**src/rtl/alu_mdu_dec_if.sv**
```systemverilog
// Execute-stage bus between the control path and the ALU decoder / MD unit.
interface alu_mdu_dec_if #(
  parameter int WIDTH = 32,
  parameter int CTL_W = 4
);
  logic [5:0]       op;
  logic [5:0]       funct;
  logic             start;
  logic [WIDTH-1:0] srca;
  logic [WIDTH-1:0] srcb;
  logic [CTL_W-1:0] alu_ctl;
  logic             ext_op;
  logic             md_busy;
  logic             md_done;
  logic [WIDTH-1:0] md_result;
  logic             stall;
  logic [WIDTH-1:0] hi;
  logic [WIDTH-1:0] lo;

  modport slave (
    input  op, funct, start, srca, srcb,
    output alu_ctl, ext_op, md_busy, md_done, md_result, stall, hi, lo
  );

  modport master (
    output op, funct, start, srca, srcb,
    input  alu_ctl, ext_op, md_busy, md_done, md_result, stall, hi, lo
  );
endinterface

```
**src/rtl/alu_mdu_dec.sv**
```systemverilog
// ALU control decoder plus HI/LO register pair and iterative mult/div engine.
module alu_mdu_dec #(
  parameter int WIDTH = 32,
  parameter int CTL_W = 4
) (
  input  logic          clk,
  input  logic          rst_n,
  alu_mdu_dec_if.slave  bus
);
  localparam int CNT_W = $clog2(WIDTH);

  typedef enum logic [1:0] {S_IDLE = 2'd0, S_MUL = 2'd1, S_DIV = 2'd2, S_FIX = 2'd3} state_t;

  state_t             r_state, w_next;
  logic [CNT_W-1:0]   r_cnt;
  logic [2*WIDTH-1:0] r_p;      // mul: {acc, multiplier}; div: {remainder, dividend/quotient}
  logic [WIDTH-1:0]   r_a;      // multiplicand or divisor magnitude
  logic [WIDTH-1:0]   r_srca;   // raw dividend for the divide-by-zero result
  logic               r_sn, r_sa, r_dz, r_div;
  logic [WIDTH-1:0]   r_hi, r_lo;
  logic               r_busy, r_done;

  function automatic logic [WIDTH-1:0] f_neg(input logic [WIDTH-1:0] v);
    return (~v) + WIDTH'(1);
  endfunction

  function automatic logic [2*WIDTH-1:0] f_neg2(input logic [2*WIDTH-1:0] v);
    return (~v) + (2*WIDTH)'(1);
  endfunction

  // Instruction classification shared by decoder, engine and stall logic.
  logic w_rtype, w_md_fn, w_is_mul, w_is_div, w_is_mthi, w_is_mtlo, w_signed, w_idle_go;
  assign w_rtype   = (bus.op == 6'b000000);
  assign w_md_fn   = w_rtype && (bus.funct[5:4] == 2'b01) && (bus.funct[2] == 1'b0);
  assign w_is_mul  = w_rtype && (bus.funct[5:1] == 5'b01100);
  assign w_is_div  = w_rtype && (bus.funct[5:1] == 5'b01101);
  assign w_is_mthi = w_rtype && (bus.funct == 6'b010001);
  assign w_is_mtlo = w_rtype && (bus.funct == 6'b010011);
  assign w_signed  = ~bus.funct[0];
  assign w_idle_go = bus.start && (r_state == S_IDLE);

  // Operand magnitudes; unsigned variants pass raw values.
  logic [WIDTH-1:0] w_abs_a, w_abs_b;
  assign w_abs_a = (w_signed && bus.srca[WIDTH-1]) ? f_neg(bus.srca) : bus.srca;
  assign w_abs_b = (w_signed && bus.srcb[WIDTH-1]) ? f_neg(bus.srcb) : bus.srcb;

  // One shift-add step and one restoring-divide step.
  logic [WIDTH:0]   w_sum, w_shift;
  logic [WIDTH-1:0] w_diff;
  logic             w_ge;
  assign w_sum   = {1'b0, r_p[2*WIDTH-1:WIDTH]} + (r_p[0] ? {1'b0, r_a} : {(WIDTH+1){1'b0}});
  assign w_shift = {r_p[2*WIDTH-1:WIDTH], r_p[WIDTH-1]};
  assign w_ge    = (w_shift >= {1'b0, r_a});
  assign w_diff  = w_shift[WIDTH-1:0] - r_a;

  // Sign fix-up applied in the final state.
  logic [2*WIDTH-1:0] w_prod;
  logic [WIDTH-1:0]   w_quo, w_rem;
  assign w_prod = r_sn ? f_neg2(r_p) : r_p;
  assign w_quo  = r_dz ? {WIDTH{1'b1}} : (r_sn ? f_neg(r_p[WIDTH-1:0]) : r_p[WIDTH-1:0]);
  assign w_rem  = r_dz ? r_srca : (r_sa ? f_neg(r_p[2*WIDTH-1:WIDTH]) : r_p[2*WIDTH-1:WIDTH]);

  // ALU control and immediate-extension decode.
  logic [3:0] w_ctl;
  always_comb begin
    w_ctl = 4'b0000;
    if (w_rtype) begin
      case (bus.funct)
        6'b100000, 6'b100001: w_ctl = 4'b0010;
        6'b100010, 6'b100011: w_ctl = 4'b0110;
        6'b100100:            w_ctl = 4'b0000;
        6'b100101:            w_ctl = 4'b0001;
        6'b100110:            w_ctl = 4'b0011;
        6'b100111:            w_ctl = 4'b0100;
        6'b101010:            w_ctl = 4'b0111;
        6'b101011:            w_ctl = 4'b1000;
        default:              w_ctl = 4'b0000;
      endcase
    end else begin
      case (bus.op)
        6'b001000, 6'b001001: w_ctl = 4'b0010;
        6'b001100:            w_ctl = 4'b0000;
        6'b001101:            w_ctl = 4'b0001;
        6'b001110:            w_ctl = 4'b0011;
        6'b001010:            w_ctl = 4'b0111;
        6'b001011:            w_ctl = 4'b1000;
        6'b001111:            w_ctl = 4'b1001;
        6'b100011, 6'b101011: w_ctl = 4'b0010;
        6'b000100, 6'b000101: w_ctl = 4'b0110;
        default:              w_ctl = 4'b0000;
      endcase
    end
  end

  // Combinational outputs: decode, move-from result and stall.
  always_comb begin
    bus.alu_ctl   = CTL_W'(w_ctl);
    bus.ext_op    = 1'b1;
    bus.md_result = {WIDTH{1'b0}};
    bus.stall     = 1'b0;
    case (bus.op)
      6'b001100, 6'b001101, 6'b001110, 6'b001111: bus.ext_op = 1'b0;
      default:                                    bus.ext_op = 1'b1;
    endcase
    if (w_rtype && (bus.funct == 6'b010000)) begin
      bus.md_result = r_hi;
    end else if (w_rtype && (bus.funct == 6'b010010)) begin
      bus.md_result = r_lo;
    end else begin
      bus.md_result = {WIDTH{1'b0}};
    end
    if (bus.start && w_md_fn && (r_state != S_IDLE)) begin
      bus.stall = 1'b1;
    end else begin
      bus.stall = 1'b0;
    end
  end

  // Engine next-state logic.
  always_comb begin
    w_next = r_state;
    case (r_state)
      S_IDLE: begin
        if (w_idle_go && w_is_mul) begin
          w_next = S_MUL;
        end else if (w_idle_go && w_is_div) begin
          w_next = S_DIV;
        end else begin
          w_next = S_IDLE;
        end
      end
      S_MUL, S_DIV: begin
        if (r_cnt == CNT_W'(WIDTH - 1)) begin
          w_next = S_FIX;
        end else begin
          w_next = r_state;
        end
      end
      S_FIX:   w_next = S_IDLE;
      default: w_next = S_IDLE;
    endcase
  end

  // Engine state register.
  always_ff @(posedge clk or negedge rst_n) begin
    if (!rst_n) r_state <= S_IDLE;
    else        r_state <= w_next;
  end

  // Engine datapath, HI/LO writes and handshake flags.
  always_ff @(posedge clk or negedge rst_n) begin
    if (!rst_n) begin
      r_cnt  <= {CNT_W{1'b0}};
      r_p    <= {(2*WIDTH){1'b0}};
      r_a    <= {WIDTH{1'b0}};
      r_srca <= {WIDTH{1'b0}};
      r_sn   <= 1'b0;
      r_sa   <= 1'b0;
      r_dz   <= 1'b0;
      r_div  <= 1'b0;
      r_hi   <= {WIDTH{1'b0}};
      r_lo   <= {WIDTH{1'b0}};
      r_busy <= 1'b0;
      r_done <= 1'b0;
    end else begin
      r_done <= 1'b0;
      r_busy <= (w_next != S_IDLE);
      case (r_state)
        S_IDLE: begin
          if (w_idle_go && (w_is_mul || w_is_div)) begin
            r_cnt  <= {CNT_W{1'b0}};
            r_div  <= w_is_div;
            r_srca <= bus.srca;
            r_sn   <= w_signed && (bus.srca[WIDTH-1] ^ bus.srcb[WIDTH-1]);
            r_sa   <= w_signed && bus.srca[WIDTH-1];
            r_dz   <= w_is_div && (bus.srcb == {WIDTH{1'b0}});
            r_a    <= w_is_div ? w_abs_b : w_abs_a;
            r_p    <= {{WIDTH{1'b0}}, (w_is_div ? w_abs_a : w_abs_b)};
          end else if (w_idle_go && w_is_mthi) begin
            r_hi <= bus.srca;
          end else if (w_idle_go && w_is_mtlo) begin
            r_lo <= bus.srca;
          end
        end
        S_MUL: begin
          r_p   <= {w_sum, r_p[WIDTH-1:1]};
          r_cnt <= r_cnt + CNT_W'(1);
        end
        S_DIV: begin
          r_p   <= {(w_ge ? w_diff : w_shift[WIDTH-1:0]), r_p[WIDTH-2:0], w_ge};
          r_cnt <= r_cnt + CNT_W'(1);
        end
        S_FIX: begin
          r_hi   <= r_div ? w_rem : w_prod[2*WIDTH-1:WIDTH];
          r_lo   <= r_div ? w_quo : w_prod[WIDTH-1:0];
          r_done <= 1'b1;
        end
        default: r_cnt <= {CNT_W{1'b0}};
      endcase
    end
  end

  assign bus.md_busy = r_busy;
  assign bus.md_done = r_done;
  assign bus.hi      = r_hi;
  assign bus.lo      = r_lo;
endmodule
```
**src/flat_wrapper.sv**
```systemverilog
// flat-port wrapper written by rule: the top's interface ports become plain ports
module alu_mdu_dec_flat 
#(
  parameter int WIDTH = 32,
  parameter int CTL_W = 4
)
  (clk, rst_n, bus_op, bus_funct, bus_start, bus_srca, bus_srcb, bus_alu_ctl, bus_ext_op, bus_md_busy, bus_md_done, bus_md_result, bus_stall, bus_hi, bus_lo);
  alu_mdu_dec_if #(.WIDTH(WIDTH), .CTL_W(CTL_W)) bus_i ();
  input  logic clk;
  input  logic rst_n;
  input wire logic [$bits(bus_i.op)-1:0] bus_op;
  input wire logic [$bits(bus_i.funct)-1:0] bus_funct;
  input wire logic [$bits(bus_i.start)-1:0] bus_start;
  input wire logic [$bits(bus_i.srca)-1:0] bus_srca;
  input wire logic [$bits(bus_i.srcb)-1:0] bus_srcb;
  output wire logic [$bits(bus_i.alu_ctl)-1:0] bus_alu_ctl;
  output wire logic [$bits(bus_i.ext_op)-1:0] bus_ext_op;
  output wire logic [$bits(bus_i.md_busy)-1:0] bus_md_busy;
  output wire logic [$bits(bus_i.md_done)-1:0] bus_md_done;
  output wire logic [$bits(bus_i.md_result)-1:0] bus_md_result;
  output wire logic [$bits(bus_i.stall)-1:0] bus_stall;
  output wire logic [$bits(bus_i.hi)-1:0] bus_hi;
  output wire logic [$bits(bus_i.lo)-1:0] bus_lo;
  assign bus_i.op = bus_op;
  assign bus_i.funct = bus_funct;
  assign bus_i.start = bus_start;
  assign bus_i.srca = bus_srca;
  assign bus_i.srcb = bus_srcb;
  assign bus_alu_ctl = bus_i.alu_ctl;
  assign bus_ext_op = bus_i.ext_op;
  assign bus_md_busy = bus_i.md_busy;
  assign bus_md_done = bus_i.md_done;
  assign bus_md_result = bus_i.md_result;
  assign bus_stall = bus_i.stall;
  assign bus_hi = bus_i.hi;
  assign bus_lo = bus_i.lo;
  alu_mdu_dec #(.WIDTH(WIDTH), .CTL_W(CTL_W)) u_core (.clk(clk), .rst_n(rst_n), .bus(bus_i));
endmodule
```
**config.mk**
```make
export PLATFORM = sky130hd
export DESIGN_NAME = alu_mdu_dec_flat
export DESIGN_NICKNAME = d
export VERILOG_FILES = /design/src/rtl/alu_mdu_dec_if.sv /design/src/rtl/alu_mdu_dec.sv /design/src/flat_wrapper.sv
export SDC_FILE = /design/constraint.sdc
export NUM_CORES = 1
export LEC_CHECK = 0
export CORE_UTILIZATION = 60
export CTS_CLUSTER_SIZE = 16
export DETAILED_ROUTE_END_ITERATION = 16
export DONT_BUFFER_PORTS = 1
export PLACE_DENSITY = 0.78
export SYNTH_ARGS = -nofsm -noshare
export SYNTH_HDL_FRONTEND = slang
export SYNTH_SLANG_ARGS = --single-unit
```
**constraint.sdc**
```tcl
create_clock -name clk -period 3.4 [get_ports clk]
set_clock_uncertainty 0.15 [all_clocks]
set_input_delay 0.51 -clock clk [delete_from_list [all_inputs] [get_ports clk]]
set_output_delay 0.51 -clock clk [all_outputs]
set_load 0.02 [all_outputs]
```
# == Yosys cells after proc, flatten, opt, wreduce, memory -nomap -nowiden ==
# Index checks and enable logic that the tools add are counted.
# op_classes
add_sub_neg,8
mul,0
div,0
order_cmp,1
n_eq_ne,37
shifts,0
mux,36
bitwise,8
reduce_logical,40
# ops
operator,count
$mux 32,19
$pmux 64 s3,1
$add 32x1->32 const B,4
$mux 64,2
$not 32->32,4
$pmux 32 s2,2
$eq 6x6->1 const B,11
$add 64x1->64 const B,1
$not 64->64,1
$pmux 4 s7,2
$eq 6x4->1 const B,8
$add 32x33->33,1
$ge 33x32->1,1
$logic_not 32->1,1
$sub 32x32->32,1
$eq 6x5->1 const B,4
$logic_and 1x1->1,20
$eq 6x3->1 const B,2
$eq 5x4->1 const B,2
$ne 2x2->1 const B,5
$pmux 5 s2,1
$reduce_bool 2->1,4
$reduce_or 2->1,4
$reduce_or 4->1,2
other kinds (18),27
# totals
ff_bits,205
latchBits,0
ramBits,0
rom_bits,0
input_bits,79
output_inout_bits,104
elab_cells,143
n_memories,0

# == Logic depth before layout (Yosys ltp) ==
# depth
depth_word,7
mapped_depth,13
depth_no_buf,12

# == Least setup slack after synthesis ==
# Ideal clock, no wire load.
# synth_path
path_type,register to register
startpoint,register u_core.r_p[0]
endpoint,register u_core.r_p[63]
setup_time_ns,0.134
t_arrival_ns,2.983
path_slack_ns,0.132
stages_incl_launch_ff,13
path_buffers,1
synth_period_minus_slack_ns,3.268
path_cell_list,dfrtp_1 -> inv_1 -> clkbuf_1 -> nor2_1 -> ha_1 -> a21oi_1 -> o21ai_0 -> a311o_1 -> and3_1 -> o311ai_0 -> a21oi_1 -> a211oi_1 -> o211ai_1
# synth_via
elab_chain_cells,3
# synth_lines
element,line_no,rtl
from (decl),alu_mdu_dec.sv:16,logic [2*WIDTH-1:0] r_p;
from (signal assigned),alu_mdu_dec.sv:154,r_p <= {(2*WIDTH){1'b0}};
from (signal assigned),alu_mdu_dec.sv:178,"r_p <= {{WIDTH{1'b0}}, (w_is_div ? w_abs_a : w_abs_b)};"
from (signal assigned),alu_mdu_dec.sv:186,"r_p <= {w_sum, r_p[WIDTH-1:1]};"
$mux 32,alu_mdu_dec.sv:51,"assign w_sum = {1'b0, r_p[2*WIDTH-1:WIDTH]} + (r_p[0] ? {1'b0, r_a} : {(WIDTH+1){1'b0}});"
$add 32x33->33,alu_mdu_dec.sv:51,
$pmux 64 s3,alu_mdu_dec.sv:168,case (r_state)
# Every way passes these cells.
# A chain may end at the register's enable or synchronous reset.

# == Worst setup path in the final report ==
# layout_path
startpoint,register u_core.r_p[29]
endpoint,"register u_core.r_hi[21], in the netlist u_core.bus.hi[21]"
# layout_via
elab_chain_cells,5
# layout_lines
element,line_no,rtl
$not 64->64,alu_mdu_dec.sv:28,return (~v) + (2*WIDTH)'(1);
$add 64x1->64,alu_mdu_dec.sv:28,
$mux 64,alu_mdu_dec.sv:59,assign w_prod = r_sn ? f_neg2(r_p) : r_p;
$mux 32,alu_mdu_dec.sv:194,r_hi <= r_div ? w_rem : w_prod[2*WIDTH-1:WIDTH];
$pmux 32 s2,alu_mdu_dec.sv:168,
to (signal assigned),alu_mdu_dec.sv:161,r_hi <= {WIDTH{1'b0}};
to (signal assigned),alu_mdu_dec.sv:180,r_hi <= bus.srca;
to (signal assigned),alu_mdu_dec.sv:194,
to (decl),alu_mdu_dec.sv:20,"logic [WIDTH-1:0] r_hi, r_lo;"
# Every way passes these cells.

==> summary.log <==
qor: status.result_of_the_run complete, but fails checks
qor: status.violations negative hold slack
qor: synthesis.netlist-cell-type-count 97
qor: placement.numPortBuffers 0
qor: detailed_routing.post_drt_wl_per_cell 26.83 um
qor: timing.slew_violations 0
qor: setup_path.cp_slowest_cell sky130_fd_sc_hd__or4_1
qor: global_routing.gr-usage-met2 0.6950
qor: synthesis.synth-warning-count 0
qor: setup_path.crit_type flip-flop to flip-flop
qor: floorplanning.dieArea 30870 um2
qor: floorplanning.fp.dieW 175.7 um
qor: global_routing.initial_antenna_violation_count 7
qor: detailed_routing.dr_total_vias 19860
qor: layout.finish.net_count 2555
qor: timing.final_period_minus_worst_setup_slack 3.303 ns
qor: timing.tightest_slew 0.9004 ns
qor: global_routing.grt-ovfl-total 0
qor: layout.mostFrequentLayoutCells 312 x sky130_fd_sc_hd__nand2_1, 231 x sky130_fd_sc_hd__o21ai_0, 205 x sky130_fd_sc_hd__dfrtp_1, 203 x sky130_fd_sc_hd__nor2_1, 171 x sky130_fd_sc_hd__buf_4
qor: setup_path.timing.critical_path.from_type flip-flop
qor: setup_path.crit_fanout 8
qor: global_routing.use_met3 0.1820
qor: layout.flow.area_growth_from_synthesis 13.19%
qor: global_routing.global_route_wire_length_before_repair 113000 um
qor: timing.finalHoldViolCount 205
qor: timing.hold-worst-slack -0.4975 ns
qor: synthesis.post_synth_inst_count 2349
qor: floorplanning.die_y 175.7 um
qor: cts.worstSkewPairLatency 0.54 ns
qor: setup_path.crit_path_cell_trace or4_1, nor3_2, nand4_2, buf_4, o31ai_1, a21oi_1, a31oi_1, o21ai_0
qor: power.vdd_ir_drop_max 0.0003134 V
qor: cts.cts_setup_buffers 0
qor: timing.setup_viol 0
qor: placement.post-dp-hpwl 56030 um
qor: timing.grt_setup_unrepaired no
qor: floorplanning.start_util 0.6109
qor: cts.cts.sink_count 205
qor: synthesis.synthArstFlopShare 1.000
qor: floorplanning.num_io_pins 183
qor: synthesis.syn_nets 2505
qor: cts.ctsRootBufferMaster sky130_fd_sc_hd__clkbuf_16
qor: cts.cts.hold.buffers_added 26
qor: global_routing.grt_util_all_layers 0.4856
qor: power.power_density 293.9 nW/um2
qor: power.report.power.total 0.006024 W
qor: detailed_routing.dr.first_iter.drc_count 2775
qor: cts.h-tree-depth 1
qor: setup_path.worstSetupEndpointType flip-flop
qor: detailed_routing.wirelength 75410 um
qor: detailed_routing.via_per_inst 7.066
qor: floorplanning.core 29640 um2
qor: setup_path.critical_path_arrival 3.56 ns
qor: global_routing.grt_most_used_layer met2
qor: hold_path.min_path_type input port to async pin
qor: cts.cts.clk_slew.worst_paths 0.07 ns
qor: global_routing.via_count_of_the_first_global_routing_pass 18600
qor: synthesis.ys_dominant_reg_cell sky130_fd_sc_hd__dfrtp_1
qor: layout.mostFrequentLayoutCell sky130_fd_sc_hd__nand2_1
qor: floorplanning.rows 63
qor: setup_path.cpPeakStageDelay 0.62 ns
qor: cts.tritoncts_clock_tree built
qor: timing.min_period_over_period 0.9715
qor: timing.slew-limit-headroom 0.3997
qor: detailed_routing.ant_nets 0
qor: run.drv_cap 0
qor: synthesis.synthesis.area_per_instance 7.707 um2
qor: timing.max_freq 302.8 MHz
qor: layout.post_route_cells_drive_above_1_share 0.1185
qor: synthesis.syn_area 18100 um2
qor: global_routing.grt_start_max_net_pins 206
qor: layout.postLayoutCoreUtil 0.6914
qor: synthesis.synth_sequential_area_ratio 0.2833
qor: synthesis.synth_seq_cells 205
qor: detailed_routing.dr.pass1.iters 6
qor: cts.clockBufferDepth 3
qor: global_routing.globalRouteMet1Util 0.6115
qor: timing.timing.setup.tns 0 ns
qor: synthesis.synth-edff-count 0
qor: power.power.static_leakage 9.176 nW
qor: detailed_routing.detail_route.drc_violations 0
qor: cts.cts_made_buffers 25
qor: setup_path.required 3.66 ns
qor: placement.globalplace.congestion 1.019
## through the flow
stage	instance area [um2]	setup slack (ns)	cells
floorplan	18100	0.1323	2349
global placement	19340	0.1589	2736
detailed placement	19340	0.09128	2736
CTS	20440	0.05651	2804
global route	20480	0.01239	2806
finish	20490	0.09706	2811
## what timing repair did
item,4_1_cts,5_1_grt
resized for setup,0,13
endpoints found under the setup margin,0,18
endpoints found under the hold margin,231,205
## worst max-delay path, delay by kind of cell (launching register included)
| kind | cells | cell delay [ns] |
|---|---|---|
| and+or+nand+nor | 3 | 1.30 |
| DFF | 1 | 0.43 |
| AOI/OAI and AO/OA | 4 | 0.99 |
| buffers and inverters | 1 | 0.29 |
## cell usage after synthesis, drive strengths merged, types with 22 or more instances
cell / number / area [um2]
buf: 24 / 122.6
a22oi: 30 / 225.2
nand3: 44 / 220.2
nor3b: 23 / 177.7
a21o: 36 / 270.3
o21ai: 243 / 1216
clkbuf: 155 / 583.1
a22o: 40 / 350.3
xor2: 66 / 578.1
nor2: 206 / 773.2
inv: 75 / 281.5
o31ai: 26 / 209.0
a21oi: 163 / 815.8
a31oi: 35 / 219.0
nor4: 23 / 231.5
dfrtp: 205 / 5130
o211ai: 23 / 172.7
o221ai: 23 / 201.4
nor3: 51 / 282.8
ha: 75 / 938.4
mux2i: 42 / 420.4
a221o: 22 / 220.2
o22ai: 32 / 200.2
xnor2: 96 / 840.8
nand2: 313 / 1177
## logic make-up after synthesis
group	count (synthesis)	share of synthesized area
flops	205	0.2833
mux	45	0.02509
xor+xnor	162	0.07837
simple gates	797	0.2125
buf+inv	257	0.05515
fa+ha+maj	78	0.05460
compound gates	805	0.2909
## layer usage
layer,vias to the layer above,share of wire
met1,9411,0.37
li1,8671,-
met2,1468,0.42
met3,312,0.14
met5,-,0
met4,0,0.073
## path summary, 6_finish.rpt
| check | from | to | slack, ns | depth (start not counted) |
|---|---|---|---|---|
| max | u_core.r_p[29] | u_core.bus.hi[21] | 0.1 | 8 |
| min | rst_n | u_core.r_srca[9] | -0.50 | 0 |
| max reg2reg | u_core.r_p[29] | u_core.bus.hi[21] | 0.1 | 8 |
| min reg2reg | u_core.r_srca[26] | u_core.r_srca[26] | 0.33 | 2 |
| max in group asynchronous | rst_n | u_core.r_a[16] | 3.29 | 0 |
| min in group clk | bus_srca[7] | u_core.r_srca[7] | 0.01 | 2 |
## registers in the layout, summed over array words and instances (netlist names), 2 cells and up
name / cells
u_core.bus.hi: 32
u_core.bus.lo: 32
u_core.r_a: 32
u_core.r_state: 2
u_core.r_srca: 32
u_core.r_cnt: 5
u_core.r_p: 64
## report_power, final
group / switching [W] / total, W / internal (W)
sequential: 0.0000477 / 0.00252 / 0.00247
clock: 0.00118 / 0.00283 / 0.00166
combinational: 0.000410 / 0.000670 / 0.000260
total: 0.00164 / 0.00602 / 0.00439
## layout make-up
class	instances	area, um2
Clock buffer	31	688.2
Tap cell	390	488.0
Multi-Input combinational cell	1887	12090
Inverter	78	292.8
Sequential cell	205	5130
Timing Repair Buffer	202	1644
Fill cell	2448	9145
Clock inverter	11	145.1
Antenna cell	7	17.52
No activity file was read; power rests on OpenSTA's default activity.
